$ cat src/rtl/lab2_sweep_ctrl_if.sv
// Handshake and data bundle between the sweep sequencer and its environment.
// The environment (master) owns start/abort and the converter/golden inputs.
interface lab2_sweep_ctrl_if;
    logic       start;
    logic       abort;
    logic [3:0] code_out;
    logic [3:0] conv_in;
    logic [3:0] exp_in;
    logic       busy;
    logic       done;
    logic       pass;
    logic [4:0] err_cnt;
    logic       first_err_valid;
    logic [3:0] first_err_code;

    modport master (
        output start, abort, conv_in, exp_in,
        input  code_out, busy, done, pass, err_cnt, first_err_valid, first_err_code
    );

    modport slave (
        input  start, abort, conv_in, exp_in,
        output code_out, busy, done, pass, err_cnt, first_err_valid, first_err_code
    );
endinterface

$ cat src/rtl/lab2_sweep_ctrl.sv
// On-board self-check sequencer for a 4-in/4-out code converter: sweeps the input
// codes, holds each for a settle window, and compares converter output with a golden model.
module lab2_sweep_ctrl #(
    parameter int unsigned CODE_FIRST = 0,
    parameter int unsigned CODE_LAST  = 9,
    parameter int unsigned SETTLE     = 2
) (
    input  logic               clk,
    input  logic               rst_n,
    lab2_sweep_ctrl_if.slave   bus
);

    generate
        if (SETTLE < 1 || CODE_FIRST > CODE_LAST || CODE_LAST > 15) begin : g_bad_params
            $error("lab2_sweep_ctrl: illegal CODE_FIRST/CODE_LAST/SETTLE combination");
        end
    endgenerate

    localparam int unsigned    CW       = (SETTLE > 1) ? $clog2(SETTLE) : 1;
    localparam logic [CW-1:0]  CNT_LAST = CW'(SETTLE - 1);
    localparam logic [3:0]     FIRST_C  = 4'(CODE_FIRST);
    localparam logic [3:0]     LAST_C   = 4'(CODE_LAST);

    typedef enum logic [1:0] {
        S_IDLE,
        S_DRIVE,
        S_SAMPLE,
        S_FINISH
    } state_t;

    state_t        state;
    logic [CW-1:0] cnt;
    logic [3:0]    code;
    logic          busy;
    logic          done;
    logic          pass;
    logic [4:0]    err_cnt;
    logic          first_err_valid;
    logic [3:0]    first_err_code;

    always_ff @(posedge clk) begin
        if (!rst_n) begin
            state           <= S_IDLE;
            cnt             <= '0;
            code            <= '0;
            busy            <= 1'b0;
            done            <= 1'b0;
            pass            <= 1'b0;
            err_cnt         <= '0;
            first_err_valid <= 1'b0;
            first_err_code  <= '0;
        end else if (state != S_IDLE && bus.abort) begin
            // abort wins over the SAMPLE compare; partial error info is kept
            state <= S_IDLE;
            busy  <= 1'b0;
            done  <= 1'b0;
            pass  <= 1'b0;
        end else begin
            case (state)
                S_IDLE: begin
                    if (bus.start) begin
                        state           <= S_DRIVE;
                        code            <= FIRST_C;
                        cnt             <= '0;
                        busy            <= 1'b1;
                        done            <= 1'b0;
                        pass            <= 1'b0;
                        err_cnt         <= '0;
                        first_err_valid <= 1'b0;
                        first_err_code  <= '0;
                    end
                end
                S_DRIVE: begin
                    if (cnt == CNT_LAST) begin
                        state <= S_SAMPLE;
                    end else begin
                        cnt <= cnt + 1'b1;
                    end
                end
                S_SAMPLE: begin
                    if (bus.conv_in != bus.exp_in) begin
                        err_cnt <= err_cnt + 5'd1;
                        if (!first_err_valid) begin
                            first_err_valid <= 1'b1;
                            first_err_code  <= code;
                        end
                    end
                    // busy drops with the last sample so busy spans exactly (SETTLE+1) per code
                    if (code == LAST_C) begin
                        state <= S_FINISH;
                        busy  <= 1'b0;
                    end else begin
                        code  <= code + 4'd1;
                        cnt   <= '0;
                        state <= S_DRIVE;
                    end
                end
                S_FINISH: begin
                    done  <= 1'b1;
                    pass  <= (err_cnt == '0);
                    state <= S_IDLE;
                end
                default: state <= S_IDLE;
            endcase
        end
    end

    assign bus.code_out        = code;
    assign bus.busy            = busy;
    assign bus.done            = done;
    assign bus.pass            = pass;
    assign bus.err_cnt         = err_cnt;
    assign bus.first_err_valid = first_err_valid;
    assign bus.first_err_code  = first_err_code;

endmodule
$ cat src/flat_wrapper.sv
// flat-port wrapper written by rule: the top's interface ports become plain ports
module lab2_sweep_ctrl_flat 
#(
    parameter int unsigned CODE_FIRST = 0,
    parameter int unsigned CODE_LAST  = 9,
    parameter int unsigned SETTLE     = 2
)
  (clk, rst_n, bus_start, bus_abort, bus_conv_in, bus_exp_in, bus_code_out, bus_busy, bus_done, bus_pass, bus_err_cnt, bus_first_err_valid, bus_first_err_code);
  lab2_sweep_ctrl_if bus_i ();
  input  logic clk;
  input  logic rst_n;
  input wire logic [$bits(bus_i.start)-1:0] bus_start;
  input wire logic [$bits(bus_i.abort)-1:0] bus_abort;
  input wire logic [$bits(bus_i.conv_in)-1:0] bus_conv_in;
  input wire logic [$bits(bus_i.exp_in)-1:0] bus_exp_in;
  output wire logic [$bits(bus_i.code_out)-1:0] bus_code_out;
  output wire logic [$bits(bus_i.busy)-1:0] bus_busy;
  output wire logic [$bits(bus_i.done)-1:0] bus_done;
  output wire logic [$bits(bus_i.pass)-1:0] bus_pass;
  output wire logic [$bits(bus_i.err_cnt)-1:0] bus_err_cnt;
  output wire logic [$bits(bus_i.first_err_valid)-1:0] bus_first_err_valid;
  output wire logic [$bits(bus_i.first_err_code)-1:0] bus_first_err_code;
  assign bus_i.start = bus_start;
  assign bus_i.abort = bus_abort;
  assign bus_i.conv_in = bus_conv_in;
  assign bus_i.exp_in = bus_exp_in;
  assign bus_code_out = bus_i.code_out;
  assign bus_busy = bus_i.busy;
  assign bus_done = bus_i.done;
  assign bus_pass = bus_i.pass;
  assign bus_err_cnt = bus_i.err_cnt;
  assign bus_first_err_valid = bus_i.first_err_valid;
  assign bus_first_err_code = bus_i.first_err_code;
  lab2_sweep_ctrl #(.CODE_FIRST(CODE_FIRST), .CODE_LAST(CODE_LAST), .SETTLE(SETTLE)) u_core (.clk(clk), .rst_n(rst_n), .bus(bus_i));
endmodule
$ cat config.mk
export PLATFORM = sky130hd
export DESIGN_NAME = lab2_sweep_ctrl_flat
export DESIGN_NICKNAME = d
export VERILOG_FILES = /design/src/rtl/lab2_sweep_ctrl_if.sv /design/src/rtl/lab2_sweep_ctrl.sv /design/src/flat_wrapper.sv
export SDC_FILE = /design/constraint.sdc
export NUM_CORES = 1
export LEC_CHECK = 0
export CAP_MARGIN = 20
export CORE_MARGIN = 2
export CORE_UTILIZATION = 38
export DETAILED_ROUTE_END_ITERATION = 8
export PLACE_DENSITY = 0.76
export SLEW_MARGIN = 5
export SYNTH_ARGS = -nofsm -noshare
export SYNTH_HDL_FRONTEND = slang
export SYNTH_SLANG_ARGS = --single-unit
export TNS_END_PERCENT = 100
$ cat constraint.sdc
create_clock -name clk -period 1.4 [get_ports clk]
set_input_delay 0.28 -clock clk [delete_from_list [all_inputs] [get_ports clk]]
set_output_delay 0.28 -clock clk [all_outputs]
set_load 0.02 [all_outputs]
==> results of run 1 <==
[cell families after synthesis]
| kind of cell | synth area share [%] |
|---|---|
| adder cells (fa/ha/maj) | 4.723 |
| multiplexers | 2.007 |
| AND/OR/NAND/NOR | 24.09 |
| XOR/XNOR | 4.132 |
| flip-flops | 37.78 |
| buffers and inverters | 5.430 |
| AO/OA/AOI/OAI | 21.84 |
[worst paths after layout]
path                                        startpoint                endpoint  slack (ns)
worst min register to register         u_core.bus.done         u_core.bus.done        0.46
worst max register to register  u_core.bus.code_out[1]  u_core.bus.code_out[0]       -0.19
worst min-delay path                         bus_start         u_core.bus.busy        0.42
worst max-delay path            u_core.bus.code_out[1]  u_core.bus.code_out[0]       -0.19
[placed cells by master, fill, tap and decap left out, types with 2 or more instances in the layout]
cell type / instances
a21oi_1: 7
dlygate4sd2_1: 11
nor2b_1: 2
clkdlybuf4s50_1: 9
nor2_1: 7
clkbuf_4: 3
o22ai_1: 5
a31oi_1: 2
nand2_1: 15
ha_1: 3
a21o_1: 2
nand2b_4: 2
dfxtp_2: 3
inv_1: 11
xnor2_1: 3
dlymetal6s2s_1: 2
o21ai_0: 6
nand2b_1: 2
clkdlybuf4s15_1: 2
or3b_2: 2
dfxtp_1: 16
xnor2_2: 2
clkbuf_2: 3
buf_4: 26
o31ai_1: 2
nand3_1: 8
[power by group through the flow]
stage	Combinational, mW	Sequential (mW)	Clock (mW)
floorplan	0.0778	0.598	0
global placement	0.183	0.594	0
detailed placement	0.188	0.595	0
CTS	0.189	0.582	0.351
global route	0.223	0.583	0.381
finish	0.207	0.582	0.343
[stage by stage]
step	instance area, sq um	TNS (ns)	instances	hold slack, ns
finish	1677	-1.226	214	0.4236
global route	1677	-2.279	214	0.4480
CTS	1615	-1.819	213	0.4684
detailed placement	1587	-5.817	209	0.4501
global placement	1587	-5.006	209	0.4455
floorplan	1085	-0.3969	126	0.4202
[layout make-up]
type | count | area share [%]
multi-input cells | 92 | 40.67
repair buffers | 55 | 27.69
flip-flops and latches | 20 | 24.33
inverters | 12 | 2.836
well taps | 31 | 2.313
clock buffers | 4 | 2.164
[registers in the layout (all words and copies together) (netlist names)]
register / cells
u_core.bus.first_err_valid: 1
u_core.bus.err_cnt: 5
u_core.bus.pass: 1
u_core.cnt: 1
u_core.bus.busy: 1
u_core.bus.first_err_code: 4
u_core.bus.done: 1
u_core.state: 2
u_core.bus.code_out: 4
[metal layers]
metal	routed length, microns	track usage [%]
met5	0	0
met4	67	9.967
met3	135	2.535
met2	1379	32.89
met1	1172	21.92
[critical path, cell delays in order, from the launching register on]
cell	delay, ns
dfxtp_4	0.37
inv_4	0.04
ha_4	0.13
and3b_4	0.17
or4b_4	0.48
mux2_2	0.27
nor2_1	0.07
[timing repair]
| action | 4_1_cts | 5_1_grt |
|---|---|---|
| hold buffers | 0 | 0 |
| resized for setup | 22 | 18 |
| pin swaps | 0 | 2 |
| setup endpoints to repair | 31 | 21 |
| buffers inserted | 0 | 1 |
==> impl_metrics.yaml, run 1 <==
run_status:
  status: "complete, but fails checks"
  violations: "setup timing"
global_routing:
  antenna_found_initial: 0
  grt_pass1_wl_microns: 4781
  grt-ovfl-total: 0
  grt_pass1_vias: 1140
  grt_max_degree: 12
  track_usage_pct: 18.76
power:
  pwr-share-clk_pct: 30.3
  p_sw_share_pct: 25.38
  p_leak_nw: 0.7228
  p_sw_mw: 0.2875
  power.internal_mw: 0.8453
  peakVddDrop_mv: 0.4716
  pwr-share-seq_pct: 51.4
  p_per_area_nw_per_um2: 675.7
  power.total_mw: 1.133
  p_comb_share_pct: 18.3
floorplanning:
  start_util_pct: 39.10
  ios: 29
  coreArea_sq_um: 2710
  rows: 19
  fp.dieH_microns: 56.81
  die_w_microns: 56.81
  die-area_sq_um: 3227
worst_hold_path:
  hold_class: "in -> reg"
  hold_depth: 3
synth:
  synthArstFlopShare_pct: 0
  syn-num-nets: 142
  synthMostInstantiatedCell: "dfxtp_1"
  syn_inst: 126
  ys_ff_latch: 20
  synthTopCellsByCount: "dfxtp_1, nand2_1, inv_1"
  synth_cell_types: 37
  yosysTopAreaCellShare_pct: 37.78
  synth_area_sq_um: 1060
  synthFlopType: "dfxtp_1"
  yosysSeqAreaShare_pct: 37.78
  syn_area_per_cell_sq_um: 8.411
  ys_top_cells_by_area: "dfxtp_1, nand2_1, ha_1"
  synth_top_area_cell: "dfxtp_1"
  yosysWarnings: 0
  synth-edff-count: 0
worst_setup_path:
  r2r_cells: 6
  startpoint_type: "register"
  worstPathMaxFanout: 2
  cp_data_required_time_ns: 1.65
  crit_path_end_kind: "register"
  path_class: "reg -> reg"
  arrival_ns: 1.84
timing:
  period_needed_ns: 1.588
  final-hold-violation-count: 0
  rsz0062_at_grt: "true"
  worst_slew_pin_slew_ns: 0.3180
  setup_slack_ns: -0.1880
  finalSetupViolCount: 12
  fmax_mhz: 629.7
  post-route-period-util_pct: 113.4
  max_slew_margin_pct: 78.75
  skew_ns: 0.004883
  drv_slew: 0
detailed_routing:
  ant_nets: 0
  firstDrtPassIters: 4
  viasPerCell: 5.318
  num_vias: 1138
  wl_per_cell_microns: 12.87
  drt_iter0_markers: 28
  route.detailed.drc: 0
  wl_microns: 2754
layout:
  n_fill_cell: 244
  multi_input_area_sq_um: 681.9
  final_util_pct: 61.87
  antenna_cells: 0
  drive_gt1_share_pct: 31.15
  nets: 200
  seqCellArea_sq_um: 407.9
  syn_to_final_growth_pct: 58.21
clocking:
  numCtsBuffers: 3
  cts_tree: "done"
  cts_buffer_depth: 2
  clock_latency_ns: 0.31
  cts_num_sinks: 20
  cts-root-buf: "clkbuf_4"
  clkTransAtPathRegs_ns: 0.12
  htreeDepth: 1
place:
  post-place-ws_ns: -0.4656
  dp_hpwl_microns: 2156
  io_buffers: 28
  gp_congestion: 0.8744
run:
  cap_violations: 0
Power figures use the tool's default switching activity.
==> inputs of run 2 (changes only) <==
PLACE_DENSITY = 0.74   (was 0.76)
clock period = 1.8 ns   (was 1.4 ns; I/O delays follow)
==> impl_metrics.yaml, run 2 (synthesis results as in run 1) <==
run_status:
  status: "finished, final reports clean"
detailed_routing:
  ant_nets: 0
  firstDrtPassIters: 4
  viasPerCell: 5.492
  wl_microns: 2609
  drt_iter0_markers: 37
  wl_per_cell_microns: 13.11
  route.detailed.drc: 0
  num_vias: 1093
floorplanning:
  die_w_microns: 56.81
  fp.dieH_microns: 56.81
  start_util_pct: 39.10
  ios: 29
  coreArea_sq_um: 2710
  die-area_sq_um: 3227
  rows: 19
timing:
  fmax_mhz: 579.6
  skew_ns: 0.004320
  whs_ns: 0.4616
  drv_slew: 0
  final-hold-violation-count: 0
  rsz0062_at_grt: "false"
  fin_setup_tns_ns: 0
  worst_slew_pin_slew_ns: 0.4394
  max_slew_margin_pct: 70.67
  setup_slack_ns: 0.07461
  post-route-period-util_pct: 95.85
  finalSetupViolCount: 0
  period_needed_ns: 1.725
power:
  p_leak_nw: 0.5763
  p_per_area_nw_per_um2: 531.8
  power.total_mw: 0.7931
  p_sw_mw: 0.1984
  power.internal_mw: 0.5947
  p_sw_share_pct: 25.02
  peakVddDrop_mv: 0.4892
  pwr-share-seq_pct: 58.0
  p_comb_share_pct: 15.7
  pwr-share-clk_pct: 26.3
layout:
  fin_cells: 199
  syn_to_final_growth_pct: 40.73
  drive_gt1_share_pct: 14.29
  regMostFlops: "u_core.bus.err_cnt"
  nets: 186
  antenna_cells: 0
  largest_reg_flops: 5
  layout_common_cells: "clkdlybuf4s50_1, dfxtp_1, nand2_1"
  final_common_cell: "clkdlybuf4s50_1"
worst_setup_path:
  r2r_cells: 6
  crit_path_end_kind: "output port"
  worstPathMaxFanout: 6
  path_class: "reg -> out"
  arrival_ns: 1.37
  crit_chain: "clkdlybuf4s50_1"
  cpMaxStageDelayCell: "clkdlybuf4s50_1"
  r2r_start: "u_core.bus.code_out[1]"
  startpoint_type: "register"
  cp_data_required_time_ns: 1.44
  cp_num_buf_inv: 1
  cp_num_cells: 1
  slowest_delay_ns: 0.64
  cp_top_family: "buffers and inverters"
  cp-startpoint: "u_core.bus.err_cnt[2]"
place:
  dp_cells: 196
  post-place-ws_ns: -0.1934
  dp_hpwl_microns: 1996
  io_buffers: 28
  gp_congestion: 0.7947
global_routing:
  grt_pass1_vias: 1053
  grt_pass1_wl_microns: 4505
  antenna_found_initial: 0
  grt_max_degree: 16
  track_usage_pct: 17.40
  grt-ovfl-total: 0
clocking:
  htreeDepth: 1
  cts-root-buf: "clkbuf_4"
  cts_tree: "done"
  clock_latency_ns: 0.29
  cts_setup_buffers: 0
  numCtsBuffers: 3
  cts_num_sinks: 20
  clkTransAtPathRegs_ns: 0.11
  cts_buffer_depth: 2
worst_hold_path:
  hold_depth: 2
  hold_class: "reg -> reg"
  hold_start: "u_core.bus.done"
run:
  cap_violations: 0
==> run 2: cell types whose count changed in the layout (fill, tap and decap cells not counted), moves of 2 or more <==
| cell | before | now |
|---|---|---|
| buf_4 | 26 | 13 |
| xnor2_1 | 3 | 5 |
| dlygate4sd2_1 | 11 | 0 |
| clkdlybuf4s15_1 | 2 | 0 |
| dfxtp_2 | 3 | 0 |
| clkbuf_2 | 3 | 0 |
| clkdlybuf4s50_1 | 9 | 26 |
| dfxtp_1 | 16 | 20 |
| xnor2_2 | 2 | 0 |
==> run 2: layout make-up <==
class | count | area (sq um)
Fill cell | 269 | 1219
Inverter | 12 | 45.04
Clock buffer | 3 | 22.52
Multi-Input combinational cell | 92 | 601.8
Sequential cell | 20 | 400.4
Timing Repair Buffer | 41 | 382.9
Tap cell | 31 | 38.79
==> run 2: power groups by stage <==
stage	sequential [mW]	combinational [mW]	clock, mW
after floorplan	0.467	0.0594	0
after global placement	0.470	0.120	0
after detailed placement	0.470	0.124	0
after CTS	0.460	0.125	0.220
after global routing	0.462	0.136	0.234
final	0.460	0.125	0.209
==> run 2: stage by stage <==
step                      cell area (sq um)  util [%]
after global placement                 1464     54.02
after global routing                   1491     55.03
after CTS                              1486     54.85
after floorplan                        1060         -
final                                  1491     55.03
after detailed placement               1464     54.02
==> run 2: path summary, 6_finish.rpt <==
path | endpoint | slack, ns
max | bus_err_cnt[2] | 0.07
min | u_core.bus.done | 0.46
max reg2reg | u_core.bus.code_out[0] | 0.11
min reg2reg | u_core.bus.done | 0.46
==> run 2: routing by layer <==
metal	up-vias	global-route usage (%)	wire [microns]
li1	533	-	-
met1	522	21.42	1169
met2	34	29.90	1282
met3	4	4.378	125
met4	0	4.983	31
met5	-	0	0
==> run 2: repair_timing <==
| item | in CTS | in global routing |
|---|---|---|
| hold buffers | 0 | 0 |
| gates resized for setup | 0 | 2 |
| endpoints found under the setup margin | 0 | 2 |
| endpoints found under the hold margin | 0 | 0 |
